--- src/rtl/mem_ram_ctrl_if.sv ---
// Bus-side handshake bundle between the RAM controller (master) and the
// memory bus (slave): a level request held until a one-cycle ack.
interface mem_ram_ctrl_if #(
    parameter int ADDR_WIDTH = 32,
    parameter int DATA_WIDTH = 32
);
    logic                  bus_req_o;
    logic                  bus_we_o;
    logic [ADDR_WIDTH-1:0] bus_addr_o;
    logic [DATA_WIDTH-1:0] bus_wdata_o;
    logic                  bus_ack_i;
    logic [DATA_WIDTH-1:0] bus_rdata_i;

    modport master (
        output bus_req_o, bus_we_o, bus_addr_o, bus_wdata_o,
        input  bus_ack_i, bus_rdata_i
    );

    modport slave (
        input  bus_req_o, bus_we_o, bus_addr_o, bus_wdata_o,
        output bus_ack_i, bus_rdata_i
    );
endinterface

--- src/rtl/mem_ram_ctrl.sv ---
// Mem-stage RAM controller: turns loads, full-word stores and partial stores
// (read-merge-write) into bus transactions, stalling the pipeline meanwhile.
module mem_ram_ctrl #(
    parameter int ADDR_WIDTH     = 32,
    parameter int DATA_WIDTH     = 32,
    parameter int TIMEOUT_CYCLES = 255
) (
    input  logic                  clk_i,
    input  logic                  rst_i,
    input  logic                  ram_ce_i,
    input  logic                  mem_access_i,
    input  logic                  ram_we_i,
    input  logic                  ram_wfull_i,
    input  logic [ADDR_WIDTH-1:0] ram_addr_i,
    input  logic [DATA_WIDTH-1:0] ram_data_i,
    output logic [DATA_WIDTH-1:0] ram_data_o,
    output logic                  stall_o,
    output logic                  err_o,
    mem_ram_ctrl_if.master        bus
);

    localparam logic [2:0] IDLE  = 3'd0;
    localparam logic [2:0] RD    = 3'd1;
    localparam logic [2:0] MERGE = 3'd2;
    localparam logic [2:0] WR    = 3'd3;
    localparam logic [2:0] DONE  = 3'd4;

    localparam logic [7:0] TIMEOUT_LAST = 8'(TIMEOUT_CYCLES - 1);

    logic [2:0] state;
    logic [7:0] wait_cnt;
    logic       wr_flag;
    logic       start;
    logic       start_full;
    logic       timeout;

    // NOTE: every signal assigned in always_comb gets a value on every path,
    // otherwise synthesis infers a latch.
    always_comb begin
        start      = ram_ce_i & mem_access_i;
        start_full = start & ram_we_i & ram_wfull_i;
        // Ack in the same cycle as the last wait cycle wins over the timeout.
        timeout    = (wait_cnt == TIMEOUT_LAST) & ~bus.bus_ack_i;
        stall_o    = rst_i & (((state == IDLE) & start) |
                              (state == RD) | (state == MERGE) | (state == WR));
    end

    // NOTE: sequential state uses non-blocking assignments only, and the
    // synchronous reset is the first branch inside the clocked block.
    always_ff @(posedge clk_i) begin
        if (!rst_i) begin
            state           <= IDLE;
            wait_cnt        <= '0;
            wr_flag         <= 1'b0;
            err_o           <= 1'b0;
            ram_data_o      <= '0;
            bus.bus_req_o   <= 1'b0;
            bus.bus_we_o    <= 1'b0;
            bus.bus_addr_o  <= '0;
            bus.bus_wdata_o <= '0;
        end else begin
            err_o <= 1'b0;
            case (state)
                IDLE: begin
                    if (start) begin
                        bus.bus_addr_o <= ram_addr_i;
                        bus.bus_req_o  <= 1'b1;
                        wr_flag        <= ram_we_i;
                        wait_cnt       <= '0;
                        if (start_full) begin
                            state           <= WR;
                            bus.bus_we_o    <= 1'b1;
                            bus.bus_wdata_o <= ram_data_i;
                        end else begin
                            state        <= RD;
                            bus.bus_we_o <= 1'b0;
                        end
                    end
                end
                RD: begin
                    if (bus.bus_ack_i) begin
                        bus.bus_req_o <= 1'b0;
                        ram_data_o    <= bus.bus_rdata_i;
                        state         <= wr_flag ? MERGE : DONE;
                    end else if (timeout) begin
                        bus.bus_req_o <= 1'b0;
                        ram_data_o    <= '0;
                        err_o         <= 1'b1;
                        state         <= DONE;
                    end else begin
                        wait_cnt <= wait_cnt + 8'd1;
                    end
                end
                MERGE: begin
                    // The mem stage has merged its bytes into the old word by now.
                    bus.bus_wdata_o <= ram_data_i;
                    bus.bus_we_o    <= 1'b1;
                    bus.bus_req_o   <= 1'b1;
                    wait_cnt        <= '0;
                    state           <= WR;
                end
                WR: begin
                    if (bus.bus_ack_i) begin
                        bus.bus_req_o <= 1'b0;
                        bus.bus_we_o  <= 1'b0;
                        state         <= DONE;
                    end else if (timeout) begin
                        bus.bus_req_o <= 1'b0;
                        bus.bus_we_o  <= 1'b0;
                        err_o         <= 1'b1;
                        state         <= DONE;
                    end else begin
                        wait_cnt <= wait_cnt + 8'd1;
                    end
                end
                DONE:    state <= IDLE;
                default: state <= IDLE;
            endcase
        end
    end

endmodule

--- src/flat_wrapper.sv ---
// flat-port wrapper written by rule: the top's interface ports become plain ports
module mem_ram_ctrl_flat 
#(
    parameter int ADDR_WIDTH     = 32,
    parameter int DATA_WIDTH     = 32,
    parameter int TIMEOUT_CYCLES = 255
)
  (clk_i, rst_i, ram_ce_i, mem_access_i, ram_we_i, ram_wfull_i, ram_addr_i, ram_data_i, ram_data_o, stall_o, err_o, bus_bus_req_o, bus_bus_we_o, bus_bus_addr_o, bus_bus_wdata_o, bus_bus_ack_i, bus_bus_rdata_i);
  mem_ram_ctrl_if #(.ADDR_WIDTH(ADDR_WIDTH), .DATA_WIDTH(DATA_WIDTH)) bus_i ();
  input  logic clk_i;
  input  logic rst_i;
  input  logic ram_ce_i;
  input  logic mem_access_i;
  input  logic ram_we_i;
  input  logic ram_wfull_i;
  input  logic [ADDR_WIDTH-1:0] ram_addr_i;
  input  logic [DATA_WIDTH-1:0] ram_data_i;
  output logic [DATA_WIDTH-1:0] ram_data_o;
  output logic stall_o;
  output logic err_o;
  output wire logic [$bits(bus_i.bus_req_o)-1:0] bus_bus_req_o;
  output wire logic [$bits(bus_i.bus_we_o)-1:0] bus_bus_we_o;
  output wire logic [$bits(bus_i.bus_addr_o)-1:0] bus_bus_addr_o;
  output wire logic [$bits(bus_i.bus_wdata_o)-1:0] bus_bus_wdata_o;
  input wire logic [$bits(bus_i.bus_ack_i)-1:0] bus_bus_ack_i;
  input wire logic [$bits(bus_i.bus_rdata_i)-1:0] bus_bus_rdata_i;
  assign bus_bus_req_o = bus_i.bus_req_o;
  assign bus_bus_we_o = bus_i.bus_we_o;
  assign bus_bus_addr_o = bus_i.bus_addr_o;
  assign bus_bus_wdata_o = bus_i.bus_wdata_o;
  assign bus_i.bus_ack_i = bus_bus_ack_i;
  assign bus_i.bus_rdata_i = bus_bus_rdata_i;
  mem_ram_ctrl #(.ADDR_WIDTH(ADDR_WIDTH), .DATA_WIDTH(DATA_WIDTH), .TIMEOUT_CYCLES(TIMEOUT_CYCLES)) u_core (.clk_i(clk_i), .rst_i(rst_i), .ram_ce_i(ram_ce_i), .mem_access_i(mem_access_i), .ram_we_i(ram_we_i), .ram_wfull_i(ram_wfull_i), .ram_addr_i(ram_addr_i), .ram_data_i(ram_data_i), .ram_data_o(ram_data_o), .stall_o(stall_o), .err_o(err_o), .bus(bus_i));
endmodule
--- config.mk ---
export PLATFORM = sky130hd
export DESIGN_NAME = mem_ram_ctrl_flat
export DESIGN_NICKNAME = d
export VERILOG_FILES = /design/src/rtl/mem_ram_ctrl_if.sv /design/src/rtl/mem_ram_ctrl.sv /design/src/flat_wrapper.sv
export SDC_FILE = /design/constraint.sdc
export NUM_CORES = 1
export LEC_CHECK = 0
export CAP_MARGIN = 40
export CORE_MARGIN = 2
export CORE_UTILIZATION = 55
export CTS_CLUSTER_SIZE = 30
export DETAILED_ROUTE_END_ITERATION = 12
export DONT_BUFFER_PORTS = 1
export GPL_ROUTABILITY_DRIVEN = 0
export PLACE_DENSITY = 0.73
export SKIP_CTS_REPAIR_TIMING = 1
export SLEW_MARGIN = 25
export SYNTH_ARGS = -nofsm -noshare
export SYNTH_HDL_FRONTEND = slang
export SYNTH_SLANG_ARGS = --single-unit
--- constraint.sdc ---
create_clock -name clk_i -period 1.75 [get_ports clk_i]
set_clock_uncertainty 0.1 [all_clocks]
set_input_delay 0.175 -clock clk_i [delete_from_list [all_inputs] [get_ports clk_i]]
set_output_delay 0.175 -clock clk_i [all_outputs]
set_load 0.005 [all_outputs]
==> key figures <==
Timing
  • Min Tclk post-route: 1.77 ns
  • Max-slew violation count: 0
  • Max_slew headroom: 68.2%
  • Hold Vio Cnt, Final: 0
  • Part of the cycle the worst path needs: 101%
  • Final worst slack: -0.0235 ns
  • Max Freq: 564 MHz
  • Worst slew pin tran: 0.465 ns
  • Setup violators final: 1

Worst setup path
  • Critical Path AT: 1.88 ns
  • Critical path class: register to register
  • Reg2Reg Setup Slack: -0.02 ns
  • CP Max Fanout: 8
  • FF-to-FF Start: u_core.state[2]
  • CP required: 1.86 ns
  • R2R Path End: u_core.bus.bus_we_o
  • Worst r2r path cells: 3
  • Critical path launch point type: register
  • Setup crit end kind: register

Global routing
  • GRT overflow: 0
  • Largest net degree at the start of global routing: 68
  • Met1 usage: 25.5%
  • Initial antenna violation count: 0
  • Tot GR Track Use: 22.9%
  • Vias in the first global route: 3064
  • Met3 Usage GRT: 8.77%
  • Global route hottest layer: met2
  • Met2 Usage GRT: 39.4%
  • First-pass GRT wire length: 14200 um

Floorplan
  • Overall die area: 0.00798 mm^2
  • Starting Density: 56.1%
  • I/O Pins: 203
  • FP Rows: 31
  • Core area: 0.00714 mm^2
  • Die H: 89.3 um
  • Die W: 89.3 um

Route
  • DR vias: 3771
  • DR pass1 iterations: 5
  • Routed len/inst: 18.3 um
  • Routed Antenna Nets: 0
  • WL final: 12000 um
  • # DRC: 0
  • Vias per std cell: 5.77
  • Initial DRC Count: 172

Placed design
  • IO Port Bufs: 0
  • HPWL after DPL: 6940 um
  • Placed cell count: 538

Yosys
  • EDFF count, synth: 0
  • Cell with the most instances after synthesis: nand2_1
  • Yosys cell types: 43
  • Synth area leader: dfxtp_1
  • Top_reg_cell synth: dfxtp_1
  • #FFs+latches synth: 111
  • Synth top area share: 55.5%
  • Syn Nets: 554
  • Area contributors post-synth: dfxtp_1 55%, nand2_1 13%, a21oi_1 9.2%
  • Syn Area/Cell: 8.92 um^2
  • Post-synth top cells: 138 x nand2_1, 111 x dfxtp_1, 74 x a21oi_1, 30 x a22o_1, 17 x clkbuf_1
  • Post-Syn Area: 0.00401 mm^2
  • Synth Instances: 449
  • Yosys synthesis warning count: 0
  • Register area share after synthesis: 55.5%
  • Ys async rst share: 0%

Min path
  • Hold path start: bus_bus_ack_i
  • Hold Path Depth: 4
  • Hold endpoint: u_core.err_o
  • Hold Path Class: input pin to register

Flow run
  • Max-cap violations: 0

Clock network
  • CTS HTree Levels: 3
  • Root Buffer: clkbuf_8
  • CTS max path bufs: 2
  • CTS clk-pin slew, worst paths: 0.10 ns
  • TritonCTS clock tree: done
  • CTS Buf Count: 9
  • Clk sinks: 111
  • Clk_lat worst skew: 0.36 ns

Cells and area
  • Layout cells sized above 1: 10.1%
  • Fill count: 489
  • Reg area: 0.00223 mm^2
  • Post-layout utilization of the core: 76.0%
  • Syn-to-layout area delta: 35.5%
  • Multi-input logic area: 0.00167 mm^2
  • Final non-filler cell total: 653
  • # diodes: 0
  • Nets@finish: 655

Power and ir drop
  • Peak supply drop: 0.000598 V
  • Power Dens Cells: 854 mW/mm^2
  • Leak: 2.02 nW

Status
  • Status: complete, but fails checks
  • Failing checks: setup timing
power breakdown:
group | switching, mW | leakage [nW] | internal (mW)
Sequential | 0.0820 | 0.903 | 2.62
Combinational | 0.243 | 1.03 | 0.274
Clock | 0.854 | 0.0865 | 0.564
area by class of cell:
class                   count  share of cell area, %
flip-flops and latches    111                   41.1
multi-input cells         303                   30.7
repair buffers            119                   22.2
clock buffers              10                   2.54
well taps                  99                   2.28
clock inverters             5                  0.807
inverters                   6                  0.415
stage by stage:
step                setup TNS, ns  power, mW  worst slack, ns  hold WS [ns]  cell area [um^2]
global route               -0.141       4.81           -0.130        0.0321              5430
floorplan                       0       2.96          0.00531         0.208              4030
global placement                0       3.04           0.0298         0.197              4230
finish                    -0.0235       4.64          -0.0235        0.0126              5430
CTS                        -0.245       4.45          -0.0538        -0.194              4410
detailed placement        -0.0392       3.06          -0.0150         0.202              4230
cell usage in the layout, fill, tap and decap left out, types with 2 or more instances in the layout:
| cell type | netlist | layout |
|---|---|---|
| nand4_1 | 2 | 2 |
| dfxtp_1 | 111 | 107 |
| o31a_4 | 1 | 2 |
| o21ai_0 | 6 | 6 |
| nor2_1 | 9 | 9 |
| clkinvlp_4 | 0 | 2 |
| o211ai_1 | 2 | 2 |
| dlygate4sd3_1 | 0 | 99 |
| or3_1 | 3 | 3 |
| buf_12 | 0 | 5 |
| nand2b_1 | 2 | 2 |
| o21a_1 | 2 | 2 |
| dfxtp_2 | 0 | 4 |
| nand3_1 | 4 | 3 |
| inv_2 | 0 | 2 |
| and3_2 | 2 | 2 |
| a22o_1 | 30 | 30 |
| a21oi_1 | 74 | 73 |
| nor4_4 | 0 | 2 |
| a22o_2 | 2 | 2 |
| nor3_1 | 2 | 2 |
| clkbuf_8 | 0 | 10 |
| nand2_1 | 138 | 137 |
| inv_1 | 6 | 4 |
| clkinv_4 | 0 | 2 |
| buf_4 | 4 | 15 |
| xor2_1 | 2 | 2 |
kinds of logic after synthesis:
| family | share of synthesized area (%) |
|---|---|
| XOR/XNOR | 0.437 |
| AND/OR/NAND/NOR | 18.7 |
| buffers and inverters | 4.56 |
| adder cells (fa/ha/maj) | 0.625 |
| multiplexers | 0.250 |
| flip-flops | 55.5 |
| AO/OA/AOI/OAI | 19.9 |
registers in the layout (all words and copies together) (netlist names), 3 cells and up:
| register | cells |
|---|---|
| u_core.ram_data_o | 32 |
| u_core.bus.bus_addr_o | 32 |
| u_core.wait_cnt | 8 |
| u_core.state | 3 |
| u_core.bus.bus_wdata_o | 32 |
worst max-delay path by stage:
stage,slack [ns],end,startpoint,depth (start not counted)
6_report,-0.02,u_core.bus.bus_we_o,u_core.state[2],3
3_5_place_dp,-0.02,u_core.ram_data_o[31],u_core.wait_cnt[0],6
2_1_floorplan,0.005,u_core.ram_data_o[10],u_core.wait_cnt[0],7
5_1_grt,-0.13,u_core.bus.bus_we_o,u_core.state[2],3
3_3_place_gp,0.03,u_core.ram_data_o[31],u_core.wait_cnt[0],6
4_1_cts,-0.05,stall_o,u_core.state[0],5
layer usage:
| metal | part of all wire, % | routed length (um) |
|---|---|---|
| met5 | 0 | 0 |
| met4 | 2.0 | 244 |
| met3 | 8.0 | 959 |
| met2 | 52 | 6280 |
| met1 | 37 | 4490 |
worst max-delay path, cell delays in order, from the launching register on:
cell and delay [ns]:
dfxtp_1 0.53, nand2b_1 0.36, nor2_1 0.13, a2111oi_0 0.51
(Power assumes the default switching activity.)
